--- config.mk ---
export PLATFORM = sky130hd
export DESIGN_NAME = windrec2pol
export DESIGN_NICKNAME = d
export VERILOG_FILES = /design/src/rtl/windrec2pol.sv
export SDC_FILE = /design/constraint.sdc
export NUM_CORES = 1
export LEC_CHECK = 0
export CAP_MARGIN = 20
export CORE_UTILIZATION = 60
export CTS_CLUSTER_DIAMETER = 60
export DETAILED_ROUTE_END_ITERATION = 7
export PLACE_DENSITY = 0.77
export REMOVE_ABC_BUFFERS = 1
export SYNTH_ARGS = -nofsm -noshare
export SYNTH_HDL_FRONTEND = slang
export SYNTH_SLANG_ARGS = --single-unit
--- constraint.sdc ---
create_clock -name clock -period 10.15 [get_ports clock]
set_clock_uncertainty 0.2 [all_clocks]
set_input_delay 2.03 -clock clock [delete_from_list [all_inputs] [get_ports clock]]
set_output_delay 2.03 -clock clock [all_outputs]
set_load 0.1 [all_outputs]
--- src/rtl/windrec2pol.sv ---
// windrec2pol: rectangular-to-polar converter for the wind-speed vector.
// An iterative vectoring-mode CORDIC turns (speedX, speedY) in Q6.10 into a
// Q6.10 magnitude and a Q9.7 angle in degrees, one micro-rotation per clock.
module windrec2pol #(
    parameter int INPUTBITSIZE  = 16,
    parameter int OUTPUTBITSIZE = 16,
    parameter int NITER         = 16
) (
    input  logic                            clock,
    input  logic                            reset,
    input  logic                            start,
    input  logic signed [INPUTBITSIZE-1:0]  speedX,
    input  logic signed [INPUTBITSIZE-1:0]  speedY,
    output logic                            busy,
    output logic signed [OUTPUTBITSIZE-1:0] mod,
    output logic signed [OUTPUTBITSIZE-1:0] angle
);

    // x/y carry 2 guard integer bits and 6 extra fractional bits (Q8.16).
    localparam int XW        = INPUTBITSIZE + 8;
    // z is Q9.16 degrees plus one headroom bit for transient overshoot.
    localparam int ZW        = 26;
    localparam int CW        = $clog2(NITER + 1);
    // x (16 fractional bits) times K (16 fractional bits) gives 32; keep 10.
    localparam int PW        = XW + 17;
    localparam int MOD_SHIFT = 22;
    // z keeps 16 fractional bits, angle keeps 7.
    localparam int ANG_SHIFT = 9;

    localparam logic signed [ZW-1:0] Z_180   = ZW'(180 * 65536);
    localparam logic signed [ZW-1:0] ANG_MAX = ZW'(180 * 128);
    localparam logic        [16:0]   K_GAIN  = 17'd39797;  // 0.607253 in Q1.16
    localparam logic        [PW-1:0] MOD_MAX = PW'((1 << (OUTPUTBITSIZE - 1)) - 1);

    typedef enum logic [1:0] {
        S_IDLE,
        S_PREP,
        S_ITER,
        S_POST
    } state_t;

    state_t                          state_q, state_d;
    logic signed [XW-1:0]            x_q, x_d;
    logic signed [XW-1:0]            y_q, y_d;
    logic signed [ZW-1:0]            z_q, z_d;
    logic        [CW-1:0]            iter_q, iter_d;
    logic                            zero_q, zero_d;
    logic signed [OUTPUTBITSIZE-1:0] mod_q, mod_d;
    logic signed [OUTPUTBITSIZE-1:0] angle_q, angle_d;

    logic signed [XW-1:0]            x_shr, y_shr;
    logic signed [ZW-1:0]            atan_i;
    logic        [PW-1:0]            prod, prod_rnd, mod_full;
    logic signed [ZW-1:0]            z_rnd, z_shr;

    // atan(2^-i) in Q9.16 degrees.
    // NOTE: the table is a constant function, not a RAM, so there is no storage to reset.
    function automatic logic signed [ZW-1:0] atan_lut(input logic [CW-1:0] idx);
        case (int'(idx))
            0:       return ZW'(2949120);
            1:       return ZW'(1740967);
            2:       return ZW'(919879);
            3:       return ZW'(466945);
            4:       return ZW'(234379);
            5:       return ZW'(117304);
            6:       return ZW'(58666);
            7:       return ZW'(29335);
            8:       return ZW'(14668);
            9:       return ZW'(7334);
            10:      return ZW'(3667);
            11:      return ZW'(1833);
            12:      return ZW'(917);
            13:      return ZW'(458);
            14:      return ZW'(229);
            15:      return ZW'(115);
            default: return '0;
        endcase
    endfunction

    // State register: one conversion walks IDLE -> PREP -> ITER x NITER -> POST.
    // NOTE: sequential state uses non-blocking assignments so every flop samples pre-edge values.
    always_ff @(posedge clock) begin
        if (reset) begin
            state_q <= S_IDLE;
        end else begin
            state_q <= state_d;
        end
    end

    // Next-state logic.
    // NOTE: every combinational output gets a default first so no latch is inferred.
    always_comb begin
        state_d = state_q;
        case (state_q)
            S_IDLE:  if (start) state_d = S_PREP;
            S_PREP:  state_d = S_ITER;
            S_ITER:  if (iter_q == CW'(NITER - 1)) state_d = S_POST;
            S_POST:  state_d = S_IDLE;
            default: state_d = S_IDLE;
        endcase
    end

    // Output logic: busy is high only while idle with a valid result.
    always_comb begin
        busy = (state_q == S_IDLE);
    end

    // Final scaling: remove the CORDIC gain from x and round z to Q9.7.
    always_comb begin
        prod     = PW'($unsigned(x_q)) * PW'(K_GAIN);
        prod_rnd = prod + (PW'(1) << (MOD_SHIFT - 1));
        mod_full = prod_rnd >> MOD_SHIFT;
        z_rnd    = z_q + (ZW'(1) <<< (ANG_SHIFT - 1));
        z_shr    = z_rnd >>> ANG_SHIFT;
    end

    // Datapath: latch, pre-rotate, micro-rotate, then produce the result.
    always_comb begin
        x_d     = x_q;
        y_d     = y_q;
        z_d     = z_q;
        iter_d  = iter_q;
        zero_d  = zero_q;
        mod_d   = mod_q;
        angle_d = angle_q;
        x_shr   = x_q >>> iter_q;
        y_shr   = y_q >>> iter_q;
        atan_i  = atan_lut(iter_q);
        case (state_q)
            S_IDLE: begin
                if (start) begin
                    x_d    = {{2{speedX[INPUTBITSIZE-1]}}, speedX, 6'b0};
                    y_d    = {{2{speedY[INPUTBITSIZE-1]}}, speedY, 6'b0};
                    z_d    = '0;
                    iter_d = '0;
                    // atan2(0,0) is undefined; the accumulator would drift, so flag it.
                    zero_d = (speedX == '0) && (speedY == '0);
                end
            end
            S_PREP: begin
                // Fold the left half-plane onto the right one and seed +-180 deg.
                if (x_q[XW-1]) begin
                    x_d = -x_q;
                    y_d = -y_q;
                    z_d = y_q[XW-1] ? -Z_180 : Z_180;
                end else begin
                    z_d = '0;
                end
            end
            S_ITER: begin
                // Rotate towards y = 0; y = 0 counts as positive.
                if (!y_q[XW-1]) begin
                    x_d = x_q + y_shr;
                    y_d = y_q - x_shr;
                    z_d = z_q + atan_i;
                end else begin
                    x_d = x_q - y_shr;
                    y_d = y_q + x_shr;
                    z_d = z_q - atan_i;
                end
                iter_d = iter_q + CW'(1);
            end
            S_POST: begin
                mod_d = (mod_full > MOD_MAX) ? MOD_MAX[OUTPUTBITSIZE-1:0]
                                             : mod_full[OUTPUTBITSIZE-1:0];
                if (zero_q) begin
                    angle_d = '0;
                end else if (z_shr > ANG_MAX) begin
                    angle_d = ANG_MAX[OUTPUTBITSIZE-1:0];
                end else if (z_shr < -ANG_MAX) begin
                    angle_d = OUTPUTBITSIZE'(-ANG_MAX);
                end else begin
                    angle_d = z_shr[OUTPUTBITSIZE-1:0];
                end
            end
            default: begin
                x_d = x_q;
            end
        endcase
    end

    // Datapath and result registers; reset clears everything and aborts a conversion.
    always_ff @(posedge clock) begin
        if (reset) begin
            x_q     <= '0;
            y_q     <= '0;
            z_q     <= '0;
            iter_q  <= '0;
            zero_q  <= 1'b0;
            mod_q   <= '0;
            angle_q <= '0;
        end else begin
            x_q     <= x_d;
            y_q     <= y_d;
            z_q     <= z_d;
            iter_q  <= iter_d;
            zero_q  <= zero_d;
            mod_q   <= mod_d;
            angle_q <= angle_d;
        end
    end

    assign mod   = mod_q;
    assign angle = angle_q;

endmodule

==> report_table.html, run 1 <==
<table>
<tr><th>Metric</th><th>Value</th></tr>
<tr><th colspan="2">Run status</th></tr>
<tr><td>Result of the run</td><td>completed</td></tr>
<tr><th colspan="2">Critical path</th></tr>
<tr><td>Largest driver fanout on the critical path</td><td>13</td></tr>
<tr><td>Crit path required time</td><td>10270 ps</td></tr>
<tr><td>Sort of element at the end of the critical path</td><td>flip-flop</td></tr>
<tr><td>Startpoint kind of the worst setup timing path</td><td>flip-flop</td></tr>
<tr><td>CP Class</td><td>reg -&gt; reg</td></tr>
<tr><td>Arrival time at the worst endpoint</td><td>8050 ps</td></tr>
<tr><th colspan="2">Floorplanning</th></tr>
<tr><td>Cell Rows</td><td>70</td></tr>
<tr><td>Std-Cell Core Area</td><td>36900 um^2</td></tr>
<tr><td>Die outline height</td><td>196 um</td></tr>
<tr><td>Floorplan die area</td><td>38400 um^2</td></tr>
<tr><td>IO Pins</td><td>68</td></tr>
<tr><td>Effective utilization at floorplan</td><td>61.3%</td></tr>
<tr><td>Overall die width</td><td>196 um</td></tr>
<tr><th colspan="2">Drt</th></tr>
<tr><td>Average vias per placed instance</td><td>6.45</td></tr>
<tr><td>Overall routed net length</td><td>68500 um</td></tr>
<tr><td>Via total after detailed routing</td><td>20664</td></tr>
<tr><td>DRC violation total after the first TritonRoute iteration</td><td>1943</td></tr>
<tr><td>ANT nets after route</td><td>0</td></tr>
<tr><td>Post-detailed-route wirelength per cell</td><td>21.4 um</td></tr>
<tr><td>DRC violation count after routing</td><td>0</td></tr>
<tr><td>Drt pass-1 iters</td><td>6</td></tr>
<tr><th colspan="2">GRT</th></tr>
<tr><td>Maximum number of pins on one net before global-route repair</td><td>66</td></tr>
<tr><td>Total congestion overflow after global routing</td><td>0</td></tr>
<tr><td>Number of global-route vias before repair</td><td>20036</td></tr>
<tr><td>Wire length of the first global-routing pass</td><td>109000 um</td></tr>
<tr><td>Global Route Usage Sum</td><td>36.3%</td></tr>
<tr><td>Antenna violations before repair</td><td>1</td></tr>
<tr><th colspan="2">Placement</th></tr>
<tr><td>Final weighted congestion in routability-driven placement</td><td>0.998</td></tr>
<tr><td>Total of buffers placed on input and output ports</td><td>67</td></tr>
<tr><td>Number of placed instances, taps included</td><td>3168</td></tr>
<tr><td>Dpl hpwl</td><td>53300 um</td></tr>
<tr><th colspan="2">Layout</th></tr>
<tr><td>Area growth syn-to-layout</td><td>6.61%</td></tr>
<tr><td>Number of fill cells in the layout</td><td>3144</td></tr>
<tr><td>Most common library cell in the layout ignoring fill and taps</td><td>inv_1</td></tr>
<tr><td>Commonest non-fill, non-tap cells in the layout</td><td>293 x inv_1, 276 x ha_1, 249 x nor2_1, 183 x nand2_1, 180 x a21oi_1</td></tr>
<tr><td>Share of layout cells above drive strength 1</td><td>6.86%</td></tr>
<tr><td>Finished Layout Cells</td><td>3202</td></tr>
<tr><td>Final core utilization</td><td>65.3%</td></tr>
<tr><td>Layout Nets</td><td>3160</td></tr>
<tr><th colspan="2">Synthesis</th></tr>
<tr><td>Mapped Avg Cell Area</td><td>8.34 um^2</td></tr>
<tr><td>Flop and latch count out of synthesis</td><td>136</td></tr>
<tr><td>Sequential element share of the synthesized area</td><td>12.0%</td></tr>
<tr><td>Main flop type after synthesis</td><td>dfxtp_1</td></tr>
<tr><td>Total number of yosys warnings</td><td>0</td></tr>
<tr><td>Number of flops mapped to enable cells by yosys</td><td>0</td></tr>
<tr><td>Largest cells by area after synthesis</td><td>ha_1 15%, fa_1 15%, dfxtp_1 12%</td></tr>
<tr><td>Cell count after synthesis</td><td>2711</td></tr>
<tr><td>Share of the synthesized area in the top cell type</td><td>15.3%</td></tr>
<tr><td>Async S/R FF share, synth</td><td>0%</td></tr>
<tr><td>Post-synth design cell area</td><td>22600 um^2</td></tr>
<tr><td>Cell type contributing the most total cell area after synthesis</td><td>ha_1</td></tr>
<tr><td>Synth unique cells</td><td>94</td></tr>
<tr><th colspan="2">STA</th></tr>
<tr><td>Final worst-path cycle share</td><td>78.0%</td></tr>
<tr><td>RSZ-0062 raised after global routing</td><td>no</td></tr>
<tr><td>Max Slew Vio Count</td><td>0</td></tr>
<tr><td>Worst-case headroom to the max-slew limit</td><td>34.2%</td></tr>
<tr><td>Hold Fails Final Rpt</td><td>0</td></tr>
<tr><td>Setup TNS</td><td>0 ps</td></tr>
<tr><td>Achievable Freq</td><td>126 MHz</td></tr>
<tr><td>Total setup violations reported at the end of the flow</td><td>0</td></tr>
<tr><td>Time the final worst path needs with I/O delays and setup</td><td>7920 ps</td></tr>
<tr><td>Slew at the pin with the worst max-slew slack</td><td>987 ps</td></tr>
<tr><th colspan="2">Clock tree</th></tr>
<tr><td>Inserted Clock Buffers</td><td>17</td></tr>
<tr><td>TritonCTS clock tree</td><td>yes</td></tr>
<tr><td>Count of hold buffers inserted by post-cts repair</td><td>0</td></tr>
<tr><td>Buffer levels on the longest clock path</td><td>2</td></tr>
<tr><td>Post-CTS Setup Bufs</td><td>0</td></tr>
<tr><td>Clock transition at the registers of the reported paths</td><td>70 ps</td></tr>
<tr><td>Total of cells resized after clock tree synthesis</td><td>0</td></tr>
<tr><td>Latest clock arrival within the worst-skew pair</td><td>480 ps</td></tr>
<tr><td>H-Tree Level Count</td><td>4</td></tr>
<tr><td># clock sinks</td><td>136</td></tr>
<tr><td>Cell at the root of the clock tree</td><td>clkbuf_16</td></tr>
<tr><th colspan="2">Job</th></tr>
<tr><td>Number of maximum-capacitance violations</td><td>0</td></tr>
<tr><th colspan="2">Min path</th></tr>
<tr><td>Hold Crit Class</td><td>reg -&gt; reg</td></tr>
</table>
worst max-delay path: stages (launching register included):
cell      delay, ps
dfxtp_1         690
inv_1           360
fa_1            570
fa_1            520
inv_1            60
fa_1            520
fa_1            450
fa_1            550
inv_1            60
fa_1            520
inv_1            40
ha_1            300
a211oi_1        280
nand2_1         110
a221oi_1        280
o21ai_0         140
clkbuf_4        210
a21oi_1         280
o21a_1          210
o21ai_0          90
mux2_2          290
nor4_2          670
buf_4           280
a211oi_1         80
final timing paths:
| kind | slack [ps] | end | cells past startpoint | startpoint |
|---|---|---|---|---|
| worst max-delay path | 2230 | mod[11]$_SDFFE_PP0N_ | 23 | x_q[9]$_SDFFE_PP0P_ |
| worst min-delay path | 250 | angle[8]$_SDFFE_PP0N_ | 2 | angle[8]$_SDFFE_PP0N_ |
| worst max register to register | 2230 | mod[11]$_SDFFE_PP0N_ | 23 | x_q[9]$_SDFFE_PP0P_ |
| worst min register to register | 250 | angle[8]$_SDFFE_PP0N_ | 2 | angle[8]$_SDFFE_PP0N_ |
cell usage after synthesis (all sizes together), types with 28 or more instances:
master and count:
nor2 250, a21oi 181, nor4 30, mux2 29
xor2 61, fa 164, nand3 47, dfxtp 136
and3 28, inv 295, clkbuf 103, a211oi 38
xnor2 103, buf 43, nand2 183, a21o 52
a31oi 33, o21ai 121, mux4 55, nor3 71
ha 277, mux2i 30
cells by family (layout without fill, tap and decap cells):
group | count (synthesis) | count (layout) | share of synthesized area, %
mux | 114 | 114 | 8.49
buf+inv | 443 | 429 | 8.02
other cells | 0 | 1 | 0
simple gates | 762 | 762 | 16.2
xor+xnor | 164 | 164 | 6.36
fa+ha+maj | 441 | 441 | 29.9
flops | 136 | 136 | 12.0
compound gates | 651 | 651 | 19.1
through the flow:
step / worst slack [ps] / area, um^2 / hold WS [ps]
after floorplan: 2560 / 21900 / 230
after global placement: 1800 / 23500 / 241
after detailed placement: 1720 / 23500 / 241
after CTS: 1710 / 24100 / 256
after global routing: 1790 / 24100 / 279
final: 2230 / 24100 / 252
final cells by class:
class | count | area, um^2 | area share [%]
multi-input combinational | 2132 | 18100 | 75.1
inverter | 297 | 1120 | 4.64
timing repair buffer | 100 | 916 | 3.80
tap | 504 | 631 | 2.62
sequential | 136 | 2730 | 11.3
clock inverter | 15 | 180 | 0.748
clock buffer | 17 | 425 | 1.77
antenna | 1 | 2.50 | 0.0104
metal layers:
layer / routed length, um / vias up / global-route usage (%)
met2: 31000 / 940 / 57.2
met3: 6020 / 135 / 7.48
li1: - / 9577 / -
met1: 29700 / 10012 / 49.7
met5: 0 / - / 0
met4: 1880 / 0 / 12.2
Power of run 1 is not shown: default switching activity piles up to over one toggle a cycle in this logic, so the estimate is an artifact.
==> inputs of run 2 (changes only) <==
Settings changed: CORE_UTILIZATION 60 to 59, PLACE_DENSITY 0.77 to 0.79.
Clock period 10.15 ns to 6.7 ns, I/O delays scaled along.
==> report_table.html, run 2 (synthesis results as in run 1) <==
<table>
<tr><th>Metric</th><th>Value</th></tr>
<tr><th colspan="2">Run status</th></tr>
<tr><td>Result of the run</td><td>completed (unchanged)</td></tr>
<tr><th colspan="2">Critical path</th></tr>
<tr><td>Startpoint kind of the worst setup timing path</td><td>flip-flop (unchanged)</td></tr>
<tr><td>Largest driver fanout on the critical path</td><td>8 (was 13)</td></tr>
<tr><td>Critical path depth in cells</td><td>24 (was 23)</td></tr>
<tr><td>Critical Path, Cell by Cell</td><td>inv_4, fa_1, fa_1, inv_1, fa_1, fa_1, fa_1, inv_1, fa_1, inv_1, ha_4, a211oi_2, nor2_1, a211oi_1, o21ai_1, buf_4, buf_4, a311o_1, nand2_1, o21ai_1, mux2i_2, nor4_4, buf_6, a211oi_1 (was inv_1, fa_1, fa_1, inv_1, fa_1, fa_1, fa_1, inv_1, fa_1, inv_1, ha_1, a211oi_1, nand2_1, a221oi_1, o21ai_0, clkbuf_4, a21oi_1, o21a_1, o21ai_0, mux2_2, nor4_2, buf_4, a211oi_1)</td></tr>
<tr><td>Cell repeated most along the worst path</td><td>fa_1 (unchanged)</td></tr>
<tr><td>Buffers plus inverters on the worst setup path</td><td>7 (was 6)</td></tr>
<tr><td>FF-to-FF Start</td><td>x_q[13]$_SDFFE_PP0P_ (was x_q[9]$_SDFFE_PP0P_)</td></tr>
<tr><td>Top cell family by delay on the critical path</td><td>adder cells (unchanged)</td></tr>
<tr><td>Worst-case reg-to-reg path depth</td><td>24 (was 23)</td></tr>
<tr><td>Worst setup path start</td><td>x_q[13]$_SDFFE_PP0P_ (was x_q[9]$_SDFFE_PP0P_)</td></tr>
<tr><td>Arrival time at the worst endpoint</td><td>6630 ps (was 8050 ps)</td></tr>
<tr><td>Highest-delay cell along the critical path</td><td>fa_1 (was dfxtp_1)</td></tr>
<tr><td>Largest incremental delay on the critical path</td><td>550 ps (was 690 ps)</td></tr>
<tr><td>Crit path required time</td><td>6840 ps (was 10270 ps)</td></tr>
<tr><td>Worst setup endpoint</td><td>mod[3]$_SDFFE_PP0N_ (was mod[11]$_SDFFE_PP0N_)</td></tr>
<tr><td>Sort of element at the end of the critical path</td><td>flip-flop (unchanged)</td></tr>
<tr><td>CP Class</td><td>reg -&gt; reg (unchanged)</td></tr>
<tr><td>End of the worst register-to-register path</td><td>mod[3]$_SDFFE_PP0N_ (was mod[11]$_SDFFE_PP0N_)</td></tr>
<tr><td>Register-to-register setup slack</td><td>210 ps (was 2230 ps)</td></tr>
<tr><th colspan="2">Floorplanning</th></tr>
<tr><td>Overall die width</td><td>198 um (was 196 um)</td></tr>
<tr><td>Floorplan die area</td><td>39100 um^2 (was 38400 um^2)</td></tr>
<tr><td>Effective utilization at floorplan</td><td>60.0% (was 61.3%)</td></tr>
<tr><td>Std-Cell Core Area</td><td>37700 um^2 (was 36900 um^2)</td></tr>
<tr><td>Cell Rows</td><td>71 (was 70)</td></tr>
<tr><td>IO Pins</td><td>68 (unchanged)</td></tr>
<tr><td>Die outline height</td><td>198 um (was 196 um)</td></tr>
<tr><th colspan="2">Clock tree</th></tr>
<tr><td>Buffer levels on the longest clock path</td><td>2 (unchanged)</td></tr>
<tr><td>Cell at the root of the clock tree</td><td>clkbuf_16 (unchanged)</td></tr>
<tr><td>TritonCTS clock tree</td><td>yes (unchanged)</td></tr>
<tr><td>Clock transition at the registers of the reported paths</td><td>70 ps (about the same)</td></tr>
<tr><td>Inserted Clock Buffers</td><td>17 (unchanged)</td></tr>
<tr><td>H-Tree Level Count</td><td>4 (unchanged)</td></tr>
<tr><td># clock sinks</td><td>136 (unchanged)</td></tr>
<tr><td>Latest clock arrival within the worst-skew pair</td><td>500 ps (was 480 ps)</td></tr>
<tr><th colspan="2">GRT</th></tr>
<tr><td>Antenna violations before repair</td><td>0 (was 1)</td></tr>
<tr><td>Global Route Usage Sum</td><td>35.4% (was 36.3%)</td></tr>
<tr><td>Maximum number of pins on one net before global-route repair</td><td>57 (was 66)</td></tr>
<tr><td>Wire length of the first global-routing pass</td><td>108000 um (was 109000 um)</td></tr>
<tr><td>Total congestion overflow after global routing</td><td>0 (unchanged)</td></tr>
<tr><td>Number of global-route vias before repair</td><td>20110 (was 20036)</td></tr>
<tr><th colspan="2">STA</th></tr>
<tr><td>Hold Fails Final Rpt</td><td>0 (unchanged)</td></tr>
<tr><td>Time the final worst path needs with I/O delays and setup</td><td>6490 ps (was 7920 ps)</td></tr>
<tr><td>Slew at the pin with the worst max-slew slack</td><td>1050 ps (was 987 ps)</td></tr>
<tr><td>Achievable Freq</td><td>154 MHz (was 126 MHz)</td></tr>
<tr><td>Max Slew Vio Count</td><td>0 (unchanged)</td></tr>
<tr><td>Worst hold slack</td><td>256 ps (was 252 ps)</td></tr>
<tr><td>Worst-case headroom to the max-slew limit</td><td>29.9% (was 34.2%)</td></tr>
<tr><td>Final worst-path cycle share</td><td>96.8% (was 78.0%)</td></tr>
<tr><td>Setup WS post-layout</td><td>214 ps (was 2230 ps)</td></tr>
<tr><td>Total setup violations reported at the end of the flow</td><td>0 (unchanged)</td></tr>
<tr><th colspan="2">Drt</th></tr>
<tr><td>DRC violation total after the first TritonRoute iteration</td><td>1880 (was 1943)</td></tr>
<tr><td>Drt pass-1 iters</td><td>8 (was 6)</td></tr>
<tr><td>Overall routed net length</td><td>68000 um (was 68500 um)</td></tr>
<tr><td>Post-detailed-route wirelength per cell</td><td>20.8 um (was 21.4 um)</td></tr>
<tr><td>Average vias per placed instance</td><td>6.37 (was 6.45)</td></tr>
<tr><td>ANT nets after route</td><td>0 (unchanged)</td></tr>
<tr><td>Via total after detailed routing</td><td>20788 (was 20664)</td></tr>
<tr><td>DRC violation count after routing</td><td>0 (unchanged)</td></tr>
<tr><th colspan="2">Layout</th></tr>
<tr><td>Layout Nets</td><td>3217 (was 3160)</td></tr>
<tr><td>Area growth syn-to-layout</td><td>9.08% (was 6.61%)</td></tr>
<tr><td>Most common library cell in the layout ignoring fill and taps</td><td>inv_1 (unchanged)</td></tr>
<tr><td>Number of fill cells in the layout</td><td>3236 (was 3144)</td></tr>
<tr><td>Antenna cell count</td><td>0 (was 1)</td></tr>
<tr><td>Commonest non-fill, non-tap cells in the layout</td><td>282 x inv_1, 274 x ha_1, 249 x nor2_1, 183 x nand2_1, 180 x a21oi_1 (was 293 x inv_1, 276 x ha_1, 249 x nor2_1, 183 x nand2_1, 180 x a21oi_1)</td></tr>
<tr><td>Share of layout cells above drive strength 1</td><td>9.77% (was 6.86%)</td></tr>
<tr><th colspan="2">Placement</th></tr>
<tr><td>Worst slack at placement</td><td>-137 ps (was 1720 ps)</td></tr>
<tr><td>Dpl hpwl</td><td>52300 um (was 53300 um)</td></tr>
<tr><td>Final weighted congestion in routability-driven placement</td><td>0.970 (was 0.998)</td></tr>
<tr><td>Total of buffers placed on input and output ports</td><td>67 (unchanged)</td></tr>
<tr><th colspan="2">Min path</th></tr>
<tr><td>Hold Crit Class</td><td>reg -&gt; reg (unchanged)</td></tr>
<tr><th colspan="2">Job</th></tr>
<tr><td>Number of maximum-capacitance violations</td><td>0 (unchanged)</td></tr>
</table>
## run 2: what timing repair did
| item | in CTS | in global routing |
|---|---|---|
| endpoints found under the setup margin | 15 | 15 |
| buffers inserted | 0 | 2 |
| gates resized for setup | 6 | 38 |
| gates cloned | 0 | 1 |
| hold buffers | 0 | 0 |
| pin swaps | 0 | 18 |
## run 2: per-layer routing
metal,share of wire (%),global-route usage [%]
met2,46,57.2
met3,7.4,6.42
met1,43,46.6
met5,0,0
met4,3.8,14.6
## run 2: cell type report
cell class	count	area (um^2)	area share, %
Clock buffer	19	453	1.84
Clock inverter	13	131	0.533
Multi-Input combinational cell	2132	18200	73.7
Inverter	297	1130	4.59
Sequential cell	136	2740	11.1
Tap cell	511	639	2.59
Timing Repair Buffer	157	1390	5.63
## run 2: per-stage QoR
stage	setup TNS [ps]	util (%)	instances	instance area [um^2]
after detailed placement	-1840	63.6	3230	23900
after global routing	-6.03	65.4	3265	24700
after global placement	0	63.6	3230	23900
after floorplan	-25870	-	2565	21900
final	0	65.4	3265	24700
after CTS	0	65.1	3262	24500
## run 2: tightest hold or removal path, delay by kind of cell (launching register included)
family	cells	cell delay, ps
flops	1	320
simple gates	1	50
compound gates	1	60
## run 2: how the worst min path moves through the flow
stage | startpoint | endpoint | slack [ps] | cells after the start
6_report | angle[6]$_SDFFE_PP0N_ | angle[6]$_SDFFE_PP0N_ | 260 | 2
5_1_grt | z_q[4]$_SDFFE_PP0P_ | z_q[4]$_SDFFE_PP0P_ | 280 | 2
4_1_cts | angle[6]$_SDFFE_PP0N_ | angle[6]$_SDFFE_PP0N_ | 260 | 2
3_5_place_dp | angle[4]$_SDFFE_PP0N_ | angle[4]$_SDFFE_PP0N_ | 240 | 2
3_3_place_gp | angle[7]$_SDFFE_PP0N_ | angle[7]$_SDFFE_PP0N_ | 240 | 2
2_1_floorplan | z_q[3]$_SDFFE_PP0P_ | z_q[3]$_SDFFE_PP0P_ | 230 | 2
Power of run 2 is left out for the same reason.
